## src/rtl/joypad_responder_if.sv

```systemverilog
// Pad-side bus of the NES joypad responder: host lines, local buttons, status.
interface joypad_responder_if;
   logic [7:0] buttons_in;
   logic       jp_latch_in;
   logic       jp_clk_in;
   logic       jp_data_out;
   logic       turbo_a_in;
   logic       turbo_b_in;
   logic       poll_strobe;
   logic [3:0] shift_count;

   // Host/stimulus side: drives the pad inputs and observes the serial line.
   modport master (
      output buttons_in, jp_latch_in, jp_clk_in, turbo_a_in, turbo_b_in,
      input  jp_data_out, poll_strobe, shift_count
   );

   // Responder side.
   modport slave (
      input  buttons_in, jp_latch_in, jp_clk_in, turbo_a_in, turbo_b_in,
      output jp_data_out, poll_strobe, shift_count
   );
endinterface

```

## src/rtl/joypad_responder.sv

```systemverilog
// Controller-side end of the NES serial joypad link (4021-style shift register).
// Host latch/clock are synchronised, glitch-filtered and edge-detected on clk_in.
// Optional turbo on A/B is enabled by defining JOYPAD_TURBO_EN.
module joypad_responder #(
   parameter logic        LATCH_INVERT  = 1'b0,
   parameter int unsigned FILTER_CYCLES = 2,
   parameter int unsigned TURBO_PERIOD  = 4
) (
   input logic             clk_in,
   input logic             rst_in,
   joypad_responder_if.slave jp
);
   localparam int unsigned FILT_W   = (FILTER_CYCLES < 1) ? 1 : $clog2(FILTER_CYCLES + 1);
   localparam int unsigned SHIFT_W  = 8;
   localparam int unsigned COUNT_W  = 4;
   // Bit 1 = host clock (idles high), bit 0 = internal latch (idles low).
   localparam logic [1:0]  IDLE_LVL = 2'b10;

   logic [1:0]         pin;
   logic [1:0]         sync1;
   logic [1:0]         sync2;
   logic [1:0]         filt;
   logic [1:0]         filt_d;
   logic [FILT_W-1:0]  fcnt [2];

   logic               latch_lvl;
   logic               latch_fall;
   logic               clk_rise;
   logic [SHIFT_W-1:0] eff_buttons;

   logic [SHIFT_W-1:0] shift_reg, shift_reg_n;
   logic [COUNT_W-1:0] count, count_n;
   logic               data, data_n;
   logic               strobe, strobe_n;

   assign pin = {jp.jp_clk_in, jp.jp_latch_in ^ LATCH_INVERT};

   // Two-flop synchronisers for the asynchronous host lines.
   always_ff @(posedge clk_in or posedge rst_in) begin
      if (rst_in) begin
         sync1 <= IDLE_LVL;
         sync2 <= IDLE_LVL;
      end else begin
         sync1 <= pin;
         sync2 <= sync1;
      end
   end

   // Level filter: accept a new level after FILTER_CYCLES+1 consecutive differing samples.
   always_ff @(posedge clk_in or posedge rst_in) begin
      if (rst_in) begin
         filt    <= IDLE_LVL;
         fcnt[0] <= '0;
         fcnt[1] <= '0;
      end else begin
         for (int i = 0; i < 2; i++) begin
            if (sync2[i] == filt[i]) begin
               fcnt[i] <= '0;
            end else if (fcnt[i] == FILT_W'(FILTER_CYCLES)) begin
               filt[i] <= sync2[i];
               fcnt[i] <= '0;
            end else begin
               fcnt[i] <= fcnt[i] + FILT_W'(1);
            end
         end
      end
   end

   // Previous filtered level for edge detection.
   always_ff @(posedge clk_in or posedge rst_in) begin
      if (rst_in) filt_d <= IDLE_LVL;
      else        filt_d <= filt;
   end

   assign latch_lvl  = filt[0];
   assign latch_fall = ~filt[0] & filt_d[0];
   assign clk_rise   = filt[1] & ~filt_d[1];

`ifdef JOYPAD_TURBO_EN
   localparam int unsigned TURBO_W = (TURBO_PERIOD < 2) ? 1 : $clog2(TURBO_PERIOD);

   logic [TURBO_W-1:0] turbo_cnt;
   logic               turbo_phase;

   // Turbo phase flips every TURBO_PERIOD accepted polls.
   always_ff @(posedge clk_in or posedge rst_in) begin
      if (rst_in) begin
         turbo_cnt   <= '0;
         turbo_phase <= 1'b0;
      end else if (latch_fall) begin
         if (turbo_cnt == TURBO_W'(TURBO_PERIOD - 1)) begin
            turbo_cnt   <= '0;
            turbo_phase <= ~turbo_phase;
         end else begin
            turbo_cnt <= turbo_cnt + TURBO_W'(1);
         end
      end
   end

   assign eff_buttons = {jp.buttons_in[7:2],
                         jp.buttons_in[1] | (jp.turbo_b_in & turbo_phase),
                         jp.buttons_in[0] | (jp.turbo_a_in & turbo_phase)};
`else
   logic unused_turbo;
   assign unused_turbo = jp.turbo_a_in ^ jp.turbo_b_in;
   assign eff_buttons  = jp.buttons_in;
`endif

   // Shift register, count, data line and poll strobe state.
   always_ff @(posedge clk_in or posedge rst_in) begin
      if (rst_in) begin
         shift_reg <= '1;
         count     <= '0;
         data      <= 1'b1;
         strobe    <= 1'b0;
      end else begin
         shift_reg <= shift_reg_n;
         count     <= count_n;
         data      <= data_n;
         strobe    <= strobe_n;
      end
   end

   // Next state: parallel load dominates while latched, otherwise shift zeros in on clock rise.
   always_comb begin
      shift_reg_n = shift_reg;
      count_n     = count;
      data_n      = data;
      strobe_n    = latch_fall;
      if (latch_lvl) begin
         shift_reg_n = ~eff_buttons;
         count_n     = '0;
         data_n      = ~eff_buttons[0];
      end else if (clk_rise) begin
         shift_reg_n = {1'b0, shift_reg[SHIFT_W-1:1]};
         count_n     = (count == COUNT_W'(8)) ? count : count + COUNT_W'(1);
         data_n      = shift_reg_n[0];
      end
   end

   assign jp.jp_data_out = data;
   assign jp.poll_strobe = strobe;
   assign jp.shift_count = count;
endmodule
```

## src/flat_wrapper.sv

```systemverilog
// flat-port wrapper written by rule: the top's interface ports become plain ports
module joypad_responder_flat 
#(
   parameter logic        LATCH_INVERT  = 1'b0,
   parameter int unsigned FILTER_CYCLES = 2,
   parameter int unsigned TURBO_PERIOD  = 4
)
  (clk_in, rst_in, jp_buttons_in, jp_jp_latch_in, jp_jp_clk_in, jp_turbo_a_in, jp_turbo_b_in, jp_jp_data_out, jp_poll_strobe, jp_shift_count);
  joypad_responder_if jp_i ();
  input logic clk_in;
  input logic rst_in;
  input wire logic [$bits(jp_i.buttons_in)-1:0] jp_buttons_in;
  input wire logic [$bits(jp_i.jp_latch_in)-1:0] jp_jp_latch_in;
  input wire logic [$bits(jp_i.jp_clk_in)-1:0] jp_jp_clk_in;
  input wire logic [$bits(jp_i.turbo_a_in)-1:0] jp_turbo_a_in;
  input wire logic [$bits(jp_i.turbo_b_in)-1:0] jp_turbo_b_in;
  output wire logic [$bits(jp_i.jp_data_out)-1:0] jp_jp_data_out;
  output wire logic [$bits(jp_i.poll_strobe)-1:0] jp_poll_strobe;
  output wire logic [$bits(jp_i.shift_count)-1:0] jp_shift_count;
  assign jp_i.buttons_in = jp_buttons_in;
  assign jp_i.jp_latch_in = jp_jp_latch_in;
  assign jp_i.jp_clk_in = jp_jp_clk_in;
  assign jp_i.turbo_a_in = jp_turbo_a_in;
  assign jp_i.turbo_b_in = jp_turbo_b_in;
  assign jp_jp_data_out = jp_i.jp_data_out;
  assign jp_poll_strobe = jp_i.poll_strobe;
  assign jp_shift_count = jp_i.shift_count;
  joypad_responder #(.LATCH_INVERT(LATCH_INVERT), .FILTER_CYCLES(FILTER_CYCLES), .TURBO_PERIOD(TURBO_PERIOD)) u_core (.clk_in(clk_in), .rst_in(rst_in), .jp(jp_i));
endmodule
```

## config.mk

```make
export PLATFORM = sky130hd
export DESIGN_NAME = joypad_responder_flat
export DESIGN_NICKNAME = d
export VERILOG_FILES = /design/src/rtl/joypad_responder_if.sv /design/src/rtl/joypad_responder.sv /design/src/flat_wrapper.sv
export SDC_FILE = /design/constraint.sdc
export NUM_CORES = 1
export LEC_CHECK = 0
export CORE_MARGIN = 2
export CORE_UTILIZATION = 30
export CTS_CLUSTER_SIZE = 25
export DETAILED_ROUTE_END_ITERATION = 10
export DONT_BUFFER_PORTS = 1
export PLACE_DENSITY = 0.55
export SLEW_MARGIN = 0
export SYNTH_ARGS = -nofsm -noshare
export SYNTH_HDL_FRONTEND = slang
export SYNTH_SLANG_ARGS = --single-unit
export TNS_END_PERCENT = 5
```

## constraint.sdc

```tcl
create_clock -name clk_in -period 1.75 [get_ports clk_in]
set_clock_uncertainty 0.15 [all_clocks]
set_input_delay 0.4375 -clock clk_in [delete_from_list [all_inputs] [get_ports clk_in]]
set_output_delay 0.4375 -clock clk_in [all_outputs]
set_load 0.02 [all_outputs]
```

**Word-level counts from Yosys, hierarchy flattened**

Cells that the tools add are included.

- $add $sub $neg: 3
- Eq/ne operators: 6
- Muxes and demuxes: 11
- Bitwise gates (word level): 8
- Reductions and logical operators: 4

Operators by type and width:

| kind | number |
|---|---|
| 2-to-1 mux 8 bit | 2 |
| 2-to-1 mux 4 bit | 3 |
| 2-to-1 mux 2 bit | 4 |
| inverter 8 bit | 1 |
| AND reduction 2 bit | 3 |
| inverter 1 bit | 5 |
| adder 2 x 1 -> 2 bit (second input constant) | 2 |
| adder 4 x 1 -> 4 bit (second input constant) | 1 |
| equality test 2 bit (second input constant) | 2 |
| equality test 4 bit (second input constant) | 1 |
| bitwise AND 1 bit | 2 |
| equality test 1 bit | 2 |
| 2-to-1 mux 1 bit | 2 |
| != test 2 x 1 -> 1 bit (second input constant) | 1 |
| nonzero test 2 bit | 1 |

- Register bits: 26
- Input bits: 14
- Output and inout bits: 6
- Word-level logic and storage cells: 43

**Longest topological paths before layout**

Gate-level depths: netlist of the first run.

- Depth in word-level cells: 4
- Gate-level depth with buffers: 5
- Gate-level depth less buffers: 5

**Worst setup path after synthesis of the first run**

No wires, ideal clock.

- Path type: register -> register
- Start: reg u_core.count[0], in the netlist u_core.jp.shift_count[0]
- End: reg u_core.count[0], in the netlist u_core.jp.shift_count[0]
- Setup time: 0.125 ns
- Data arrival time: 1.367 ns
- Data required time: 1.475 ns
- Path slack: 0.108 ns
- Stages on the path, launching flop included: 5
- Buffers on the path: 0
- Period minus slack after synthesis: 1.642 ns
- Path through: dfrtp_1 > inv_1 > ha_1 > a31oi_1 > mux2_2

- Cells in the longest elaborated chain, start to end: 4
- Elaborated cells on any way between the ends: 7
- Classes of those cells: 1 x add/sub; 2 x eq/ne; 3 x mux; 1 x reduce/logical

Ends and longest elaborated chain:

| what | RTL line | RTL |
|---|---|---|
| start: declaration | joypad_responder.sv:32 | `logic [COUNT_W-1:0] count, count_n;` |
| start signal: assignment | joypad_responder.sv:118 | `count <= count_n;` |
| adder 4 x 1 -> 4 bit | joypad_responder.sv:136 | `count_n = (count == COUNT_W'(8)) ? count : count + COUNT_W'(1);` |
| 2-to-1 mux 4 bit | joypad_responder.sv:136 |  |
| 2-to-1 mux 4 bit | joypad_responder.sv:134 | `end else if (clk_rise) begin` |
| 2-to-1 mux 4 bit | joypad_responder.sv:130 | `if (latch_lvl) begin` |

Several ways; a longest one is shown, not always the timed one. The select of a mux whose other input is x is not followed.
A chain may end at the register's enable or synchronous reset.

**Worst setup path in the final report of the first run**

- Start: reg u_core.filt[1]
- End: reg u_core.count[0], in the netlist u_core.jp.shift_count[0]

- Cells in the longest elaborated chain, start to end: 3

Ends and longest elaborated chain:

| what | RTL line | RTL |
|---|---|---|
| start: declaration | joypad_responder.sv:22 | `logic [1:0] filt;` |
| start signal: indexed assignment | joypad_responder.sv:60 | `filt[i] <= sync2[i];` |
| bitwise AND 1 bit | joypad_responder.sv:77 | `assign clk_rise = filt[1] & ~filt_d[1];` |
| nonzero test 2 bit (no line) | - |  |
| AND reduction 2 bit (no line) | - |  |

No other way between the ends.

==> impl_metrics.csv, run 1 <==
group,metric,value,unit
synth,yosysSeqAreaShare,61.46,%
worst_setup_path,cp.required,1810,ps
layout,diodes,0,
drt,drt_iter0_drc,7,
clock_network,clk_pin_slew,120,ps
placement,gp_congestion,0.6857,
synth,ys_warn_count,0,
power,power_density,1588,nW/um2
drt,drt_first_pass_iters,3,
floorplan,pin_count,20,
clock_network,cts_buffers,3,
synth,synth-seq-cells,25,
timing,rsz0062_at_grt,"no",
floorplan,die_x,62.94,um
min_path,hold_class,"input pin to register",
layout,final_nets,110,
grt,antenna_found_initial,0,
worst_setup_path,critPathMaxStageDelay,610,ps
synth,synth_top_cell_area_share,31.21,%
drt,vias,619,
timing,drv_slew,0,
floorplan,die_h,62.94,um
worst_setup_path,crit_type,"register to register",
worst_setup_path,path_cells,"nand2b_2 > a31oi_1 > mux2_2",
power,p_leak,0.0005656,uW
grt,grt_max_degree,26,
worst_setup_path,critical_path.top_delay_family,"flip-flops",
clock_network,hold_buffers,3,
clock_network,ctsResizeCount,0,
clock_network,post_cts_buffers,0,
worst_setup_path,arrival,1660,ps
clock_network,cts.sinks,25,
synth,syn_inst,77,
drt,wl_per_cell,11.58,um
timing,hold_ws,23.50,ps
synth,yosysTopAreaCell,"dfrtp_1",
grt,grt_pass1_wl,2.822,mm
timing,setup_viol,0,
layout,fillers,343,
synth,syn-num-nets,93,
timing,fin_crit,1601,ps
synth,synth_cell_types,23,
placement,io_buffers,0,
worst_setup_path,cp_num_buf_inv,0,
worst_setup_path,endpoint_kind,"register",
timing,tightest_slew,461.3,ps
worst_setup_path,path_max_fanout,5,
synth,synth_area,1042,um2
synth,synth_area_leaders,"dfrtp_1 (31%), dfstp_2 (30%), mux2i_1 (16%)",
clock_network,cts-root-buf,"clkbuf_4",
power,power.share.clock,12.6,%
clock_network,cts_buffer_depth,2,
clock_network,clkLatencyLatePin,310,ps
timing,tns,0,ps
layout,largest_register_ffs,8,
worst_setup_path,critPathLaunchType,"register",
power,p_seq_share,54.6,%
job,cap_viol_max_count,0,
layout,syn2layout_area_growth,19.09,%
worst_setup_path,cpMaxStageDelayCell,"dfstp_2",
placement,dp_hpwl,1.174,mm
floorplan,rows,21,
power,pwr-share-comb,32.8,%
clock_network,htree_levels,1,
floorplan,start_util,31.23,%
floorplan,fp.coreArea,3337,um2
grt,grt_pass1_vias,599,
synth,avgSynthCellArea,13.54,um2
drt,viasPerCell,4.453,
status,status,"finished clean",
clock_network,cts_tree,"built",
floorplan,die-area,3961,um2
timing,period_share,91.48,%
grt,overflow,0,
drt,final_antenna_net_count,0,
grt,grtUsageTotal,9.039,%
timing,fmax,0.6247,GHz
power,switching_share,32.92,%
power,ir_worst_vdd,738.6,uV
power,intPower,1322,uW
power,p_sw,648.6,uW
layout,layout-drive-gt1-share,26.88,%
drt,drc,0,
timing,hold_viol,0,
timing,relSlewSlack,69.24,%
drt,routed_wl,1.609,mm
-- synth_stat cells (all sizes together) --
| master | instances |
|---|---|
| mux2i | 17 |
| dfrtp | 13 |
| dfstp | 12 |
| inv | 4 |
| mux2 | 3 |
| nand2b | 3 |
| nor2 | 3 |
| nor2b | 3 |
| a21oi | 2 |
| buf | 2 |
| ha | 2 |
| nor3 | 2 |
| nor3b | 2 |
| xnor2 | 2 |
| a31oi | 1 |
| clkbuf | 1 |
| nand2 | 1 |
| nand3 | 1 |
| nand3b | 1 |
| o21ai | 1 |
| or3 | 1 |
-- power groups by stage --
stage / sequential [uW] / clock (uW) / combinational, uW
6_report: 1080 / 248 / 647
5_1_grt: 1120 / 286 / 740
4_1_cts: 1080 / 260 / 651
3_5_place_dp: 1090 / 0 / 643
3_3_place_gp: 1080 / 0 / 610
2_1_floorplan: 1040 / 0 / 535
-- metrics by stage --
stage / cells / util [%] / cell area, um2 / worst slack [ps] / power, uW
finish: 139 / 37.20 / 1241 / 149.1 / 1970
global route: 139 / 37.20 / 1241 / 59.44 / 2143
CTS: 133 / 35.40 / 1181 / 142.6 / 1990
detailed placement: 126 / 33.71 / 1125 / 164.7 / 1736
global placement: 126 / 33.71 / 1125 / 206.5 / 1687
floorplan: 77 / - / 1042 / 108.3 / 1577
-- worst reg2reg max path: stages, from the launching register on --
cell      delay (ps)
dfstp_2          610
nand2b_2         100
a31oi_1          280
mux2_2           370
-- kinds of logic after synthesis --
logic type | count (synthesis) | share of synthesized area, %
AO/OA/AOI/OAI | 4 | 2.041
AND/OR/NAND/NOR | 17 | 9.483
XOR/XNOR | 2 | 1.681
multiplexers | 20 | 19.57
adder cells (fa/ha/maj) | 2 | 2.401
buffers and inverters | 7 | 3.360
flip-flops | 25 | 61.46
-- area by class of cell --
| type | instances | area [um2] | share of cell area (%) |
|---|---|---|---|
| sequential | 25 | 640.6 | 51.61 |
| multi-input combinational | 45 | 366.6 | 29.54 |
| timing repair buffer | 15 | 135.1 | 10.89 |
| tap | 46 | 57.56 | 4.637 |
| clock buffer | 4 | 26.28 | 2.117 |
| inverter | 4 | 15.01 | 1.210 |
-- per-layer routing --
layer	global-route usage, %	share of wire, %	vias to the layer above
li1	-	-	297
met1	11.12	46	307
met2	14.36	48	13
met3	3.964	5.8	2
met4	2.500	0.62	0
met5	0	0	-
-- worst paths after layout --
check	slack, ps	end	cells after the start	from
hold / removal	20	u_core.shift_reg[0]	1	jp_buttons_in[0]
max in group asynchronous	700	u_core.shift_reg[4]	3	rst_in
setup reg to reg	150	u_core.jp.shift_count[0]	3	u_core.filt[1]
setup / recovery	150	u_core.jp.shift_count[0]	3	u_core.filt[1]
hold reg to reg	220	u_core.sync2[0]	0	u_core.sync1[0]
min in group asynchronous	450	u_core.sync2[0]	3	rst_in
-- layout by cell type, fill, tap and decap left out, drive strengths merged, types with 3 or more instances in the layout --
master and count:
dfstp 12, dfrtp 13, nand2b 3, mux2 3, buf 6, dlygate4sd3 9, inv 4, nor2 3
mux2i 17, clkbuf 4, nor2b 3
Power figures use the tool's default switching activity.
==> inputs of run 2 (changes only) <==
--- a/config.mk
+++ b/config.mk
@@ -6,11 +6,13 @@
 export NUM_CORES = 1
 export LEC_CHECK = 0
 export CORE_MARGIN = 2
-export CORE_UTILIZATION = 30
+export CORE_UTILIZATION = 55
 export CTS_CLUSTER_SIZE = 25
 export DETAILED_ROUTE_END_ITERATION = 10
 export DONT_BUFFER_PORTS = 1
-export PLACE_DENSITY = 0.55
+export HOLD_SLACK_MARGIN = 0.05
+export PLACE_DENSITY = 0.81
+export SETUP_SLACK_MARGIN = 0.15
 export SLEW_MARGIN = 0
 export SYNTH_ARGS = -nofsm -noshare
 export SYNTH_HDL_FRONTEND = slang
==> run 2 against run 1 <==
Net effect:
- die area down 43%
- clock power is 3% higher
- non-clock buffer count is 3 higher
- first-iteration DRC count fell by 71%
- largest cell class unchanged
- highest routed layer unchanged
- count of clock-buffer cells in the layout shrank 1
- critical path type unchanged
- routed wire length shrank 6.7%
- fmax increased by 4.9%
- via count down 2.7%
- sequential share of layout area is 0.16 points lower
==> impl_metrics.csv, run 2 (synthesis gave the netlist of run 1 again) <==
group,metric,value,unit
power,ir_worst_vdd,986.0,uV
timing,rsz0062_at_grt,"no",
grt,grt_pass1_wl,2.283,mm
clock_network,cts.sinks,25,
timing,hold_ws,215.3,ps
clock_network,clkLatencyLatePin,320,ps
grt,grt_max_degree,26,
min_path,hold-path-cell-count,0,
drt,wl_met3,65,um
grt,overflow,0,
clock_network,htree_levels,1,
drt,routed_wl,1.502,mm
status,status,"finished clean",
drt,final_antenna_net_count,0,
worst_setup_path,crit_type,"register to register",
job,cap_viol_max_count,0,
placement,place_ws,177.6,ps
timing,fin_crit,1526,ps
floorplan,die-area,2259,um2
drt,dr_wl_met2,715,um
worst_setup_path,critPathLaunchType,"register",
timing,period_share,87.22,%
layout,final_cell_mix,"mux2i_1 (17), dfrtp_1 (12), dfstp_2 (12)",
floorplan,pin_count,20,
timing,hold_viol,0,
grt,grt_pass1_vias,545,
layout,diodes,0,
placement,gp_congestion,0.6663,
placement,io_buffers,0,
layout,final_nets,113,
timing,relSlewSlack,64.12,%
timing,fmax,0.6552,GHz
worst_setup_path,reg2regPathDepth,4,
timing,setup_ws,223.7,ps
power,p_leak,0.0005763,uW
timing,setup_viol,0,
placement,dp_hpwl,1.005,mm
timing,drv_slew,0,
floorplan,die_h,47.53,um
min_path,hold_class,"register to register",
clock_network,clk_pin_slew,130,ps
floorplan,rows,15,
drt,drt_iter0_drc,2,
clock_network,cts_buffer_depth,2,
layout,final_common_cell,"mux2i_1",
drt,drt_first_pass_iters,3,
worst_setup_path,endpoint_kind,"register",
power,p_total,1982,uW
grt,antenna_found_initial,0,
clock_network,cts-root-buf,"clkbuf_4",
drt,wl_met1,673,um
drt,vias,602,
power,power_density,1589,nW/um2
worst_setup_path,arrival,1620,ps
worst_setup_path,path_max_fanout,9,
layout,fillers,137,
layout,postLayoutCoreUtil,71.47,%
floorplan,fp.coreArea,1745,um2
drt,drc,0,
worst_setup_path,cp.required,1850,ps
drt,top_layer_used,"met4",
clock_network,cts_buffers,3,
clock_network,cts_tree,"built",
layout,syn2layout_area_growth,19.69,%
drt,wl_per_cell,12.41,um
timing,tns,0,ps
drt,viasPerCell,4.975,
floorplan,start_util,59.71,%
floorplan,die_x,47.53,um
layout,layout-drive-gt1-share,29.17,%
timing,tightest_slew,538.1,ps
layout,largest_register_ffs,8,
grt,grtUsageTotal,15.61,%
-- run 2: final timing paths --
path                                       from                        to  slack (ps)
min in group asynchronous                rst_in            u_core.fcnt[3]         440
worst max-delay path             u_core.filt[1]  u_core.jp.shift_count[3]         220
max in group asynchronous                rst_in       u_core.shift_reg[1]         720
worst min-delay path            u_core.sync1[1]           u_core.sync2[1]         220
worst min register to register  u_core.sync1[1]           u_core.sync2[1]         220
worst max register to register   u_core.filt[1]  u_core.jp.shift_count[3]         220
-- run 2: where the power goes --
group | internal (uW) | switching, uW | leakage, uW
registers | 879 | 186 | 0.000292
logic | 371 | 290 | 0.000271
clock network | 87.4 | 168 | 0.0000139
total | 1340 | 644 | 0.000576
-- run 2: final cells by class --
| type | instances | area (um2) | share of cell area [%] |
|---|---|---|---|
| Inverter | 4 | 15.01 | 1.204 |
| Multi-Input combinational cell | 45 | 366.6 | 29.39 |
| Clock buffer | 3 | 22.52 | 1.805 |
| Sequential cell | 25 | 641.9 | 51.45 |
| Tap cell | 25 | 31.28 | 2.508 |
| Clock inverter | 1 | 7.507 | 0.6018 |
| Timing Repair Buffer | 18 | 162.7 | 13.04 |
-- run 2: repair_timing --
| action | CTS | global route |
|---|---|---|
| hold buffers | 11 | 0 |
| endpoints found under the hold margin | 23 | 0 |
| setup endpoints to repair | 1 | 0 |
| buffers inserted | 1 | 0 |
| resized for setup | 0 | 0 |
-- run 2: stage by stage --
step                      cell area, um2  std cells
after detailed placement            1100        105
after CTS                           1247        121
after global routing                1247        121
after floorplan                     1044         77
final                               1247        121
after global placement              1100        105
-- run 2: worst max-delay path, stage by stage (launching register included) --
cell and delay, ps:
dfstp_2 560, nand2b_2 70, buf_4 190, or3_1 340, a21oi_1 140
-- run 2: per-layer routing --
layer | vias up | GRT usage (%)
met5 | - | 0
met4 | 0 | 12.97
met3 | 4 | 2.264
met2 | 15 | 24.32
met1 | 285 | 19.15
li1 | 298 | -
==> inputs of run 3 (changes only) <==
--- a/config.mk
+++ b/config.mk
@@ -5,6 +5,7 @@
 export SDC_FILE = /design/constraint.sdc
 export NUM_CORES = 1
 export LEC_CHECK = 0
+export ABC_AREA = 1
 export CORE_MARGIN = 2
 export CORE_UTILIZATION = 55
 export CTS_CLUSTER_SIZE = 25
==> run 3 against run 2 <==
Net effect:
- worst setup slack got worse by 2.4 ps
- critical path depth down 4
- sequential share of layout area rose by 2.4 points
- register-to-register slack better by 80 ps
- worst hold slack got worse by 140 ps
- global-route usage is 2.3 points higher
- non-clock buffer count is 11 lower
- combinational power is 3% higher
- clock power hardly changed
- count of clock-buffer cells in the layout up 1
- routed wire length grew 20%
- largest cell class unchanged
==> impl_metrics.csv, run 3 <==
group,metric,value,unit
placement,dpl_cell_area,1122,um2
floorplan,start_util,56.64,%
power,intPower,1206,uW
clock_network,cts_tree,"built",
timing,rsz0062_at_grt,"no",
timing,fmax,0.6542,GHz
synth,synth_top_cell_area_share,30.20,%
timing,fin_crit,1529,ps
layout,largest_register_ffs,8,
placement,gp_congestion,0.7216,
placement,dp_hpwl,1.319,mm
grt,grt_pass1_wl,2.849,mm
grt,overflow,0,
clock_network,post_cts_buffers,0,
timing,hold_viol,0,
worst_setup_path,endpoint_kind,"primary output",
placement,place_ws,309.1,ps
timing,period_share,87.35,%
worst_setup_path,arrival,940,ps
power,ir_worst_vdd,803.0,uV
drt,drc,0,
floorplan,fp.coreArea,1902,um2
min_path,hold_class,"input pin to register",
synth,ys_top_cells_by_count,"nand2_1 (43), dfrtp_1 (13), dfstp_2 (12)",
power,switching_share,38.74,%
timing,tightest_slew,403.3,ps
synth,synth-seq-cells,25,
synth,synth_area,1077,um2
layout,diodes,0,
power,power_density,1656,nW/um2
drt,final_antenna_net_count,0,
synth,syn_inst,113,
layout,finalInstanceArea,1189,um2
drt,drt_first_pass_iters,2,
synth,yosysMostFrequentCell,"nand2_1",
drt,wl_per_cell,12.01,um
clock_network,htree_levels,1,
worst_setup_path,critPathLaunchType,"register",
synth,ys_warn_count,0,
synth,yosysSeqAreaShare,59.47,%
worst_setup_path,crit_type,"register to primary output",
drt,viasPerCell,4.940,
clock_network,cts_buffer_depth,2,
timing,relSlewSlack,73.11,%
job,cap_viol_max_count,0,
layout,layout-drive-gt1-share,23.58,%
layout,syn2layout_area_growth,10.34,%
status,status,"finished clean",
drt,vias,741,
synth,synthArstFlopShare,100.0,%
timing,tns,0,ps
drt,routed_wl,1.801,mm
clock_network,clkLatencyLatePin,320,ps
layout,final_cell_mix,"nand2_1 (43), dfrtp_1 (13), dfstp_2 (12)",
synth,yosysTopAreaCell,"dfrtp_1",
floorplan,pin_count,20,
synth,yosys_most_used_dff,"dfrtp_1",
floorplan,die_h,48.26,um
layout,final_common_cell,"nand2_1",
synth,synth_area_leaders,"dfrtp_1 (30%), dfstp_2 (29%), nand2_1 (15%)",
worst_setup_path,cp.required,1160,ps
synth,synth_edf_count,0,
power,power.share.clock,13.1,%
floorplan,rows,16,
grt,grt_pass1_vias,689,
synth,synth_cell_types,18,
timing,setup_viol,0,
clock_network,cts.sinks,25,
power,p_sw,762.5,uW
layout,final_nets,140,
power,pwr-share-comb,34.6,%
power,p_seq_share,52.3,%
floorplan,die_x,48.26,um
timing,setup_ws,221.4,ps
synth,avgSynthCellArea,9.533,um2
placement,io_buffers,0,
grt,grt_max_degree,26,
power,p_leak,0.0005654,uW
grt,grtUsageTotal,17.94,%
timing,drv_slew,0,
worst_setup_path,path_max_fanout,2,
grt,antenna_found_initial,0,
floorplan,die-area,2329,um2
clock_network,cts_buffers,3,
synth,syn-num-nets,129,
clock_network,clk_pin_slew,140,ps
drt,drt_iter0_drc,3,
clock_network,cts-root-buf,"clkbuf_4",
## run 3: cell count changes after synthesis, moves of 3 or more
| cell | previous run | this run |
|---|---|---|
| nand2_1 | 1 | 43 |
| mux2i_1 | 17 | 0 |
| inv_1 | 4 | 11 |
| o21ai_2 | 0 | 6 |
| inv_2 | 0 | 3 |
| mux2_2 | 3 | 0 |
| nand3_1 | 1 | 4 |
| nor2b_1 | 3 | 0 |
| o21ai_0 | 1 | 4 |
## run 3: path summary, 6_finish.rpt
check / start / end / slack [ps] / depth (start not counted)
min in group asynchronous: rst_in / u_core.jp.shift_count[0] / 440 / 3
min: jp_buttons_in[0] / u_core.shift_reg[0] / 80 / 3
max reg2reg: u_core.jp.shift_count[1] / u_core.jp.shift_count[3] / 300 / 7
max in group asynchronous: rst_in / u_core.shift_reg[7] / 710 / 3
min reg2reg: u_core.sync1[0] / u_core.sync2[0] / 220 / 0
max: u_core.shift_reg[0] / jp_jp_data_out / 220 / 0
## run 3: power by group through the flow
stage	sequential [uW]	clock [uW]	combinational [uW]
after floorplan	1040	0	534
after global placement	1030	0	649
after detailed placement	1040	0	687
after CTS	1030	265	698
after global routing	1060	290	796
final	1030	258	681
## run 3: final cells by class
class	count	area, um2
repair buffers	7	62.56
well taps	27	33.78
inverters	14	52.55
clock buffers	4	26.28
fillers	159	713.2
flip-flops and latches	25	640.6
multi-input cells	73	372.9
## run 3: cells by family (layout without fill, tap and decap cells)
group / count (synthesis) / after routing / share of synthesized area [%]
flops: 25 / 25 / 59.47
buf+inv: 15 / 25 / 5.923
fa+ha+maj: 2 / 2 / 2.323
xor+xnor: 3 / 3 / 2.439
simple gates: 55 / 55 / 20.56
compound gates: 13 / 13 / 9.292
## run 3: per-stage QoR
step	hold WS (ps)	std cells	power (uW)	utilization, %
4_1_cts	79.03	150	1994	62.50
3_5_place_dp	191.0	142	1731	59.01
5_1_grt	79.27	150	2151	62.50
3_3_place_gp	186.4	142	1681	59.01
2_1_floorplan	181.2	113	1570	-
6_report	75.73	150	1968	62.50
## run 3: layer usage
metal / share of wire [%] / global-route usage (%) / vias up
met5: 0 / 0 / -
met4: 1.4 / 6.486 / 0
met3: 2.7 / 4.074 / 4
met2: 51 / 31.05 / 13
met1: 45 / 21.77 / 351
li1: - / - / 373
## run 3: repair_timing
| item | CTS | global route |
|---|---|---|
| hold buffers | 4 | 0 |
| endpoints found under the hold margin | 16 | 0 |
| resized for setup | 0 | 0 |
## run 3: worst register-to-register path: cells and delay by family (launching register included)
kind	cells	cell delay [ps]
flip-flops	1	570
AND/OR/NAND/NOR	4	280
adder cells (fa/ha/maj)	1	210
buffers and inverters	2	200
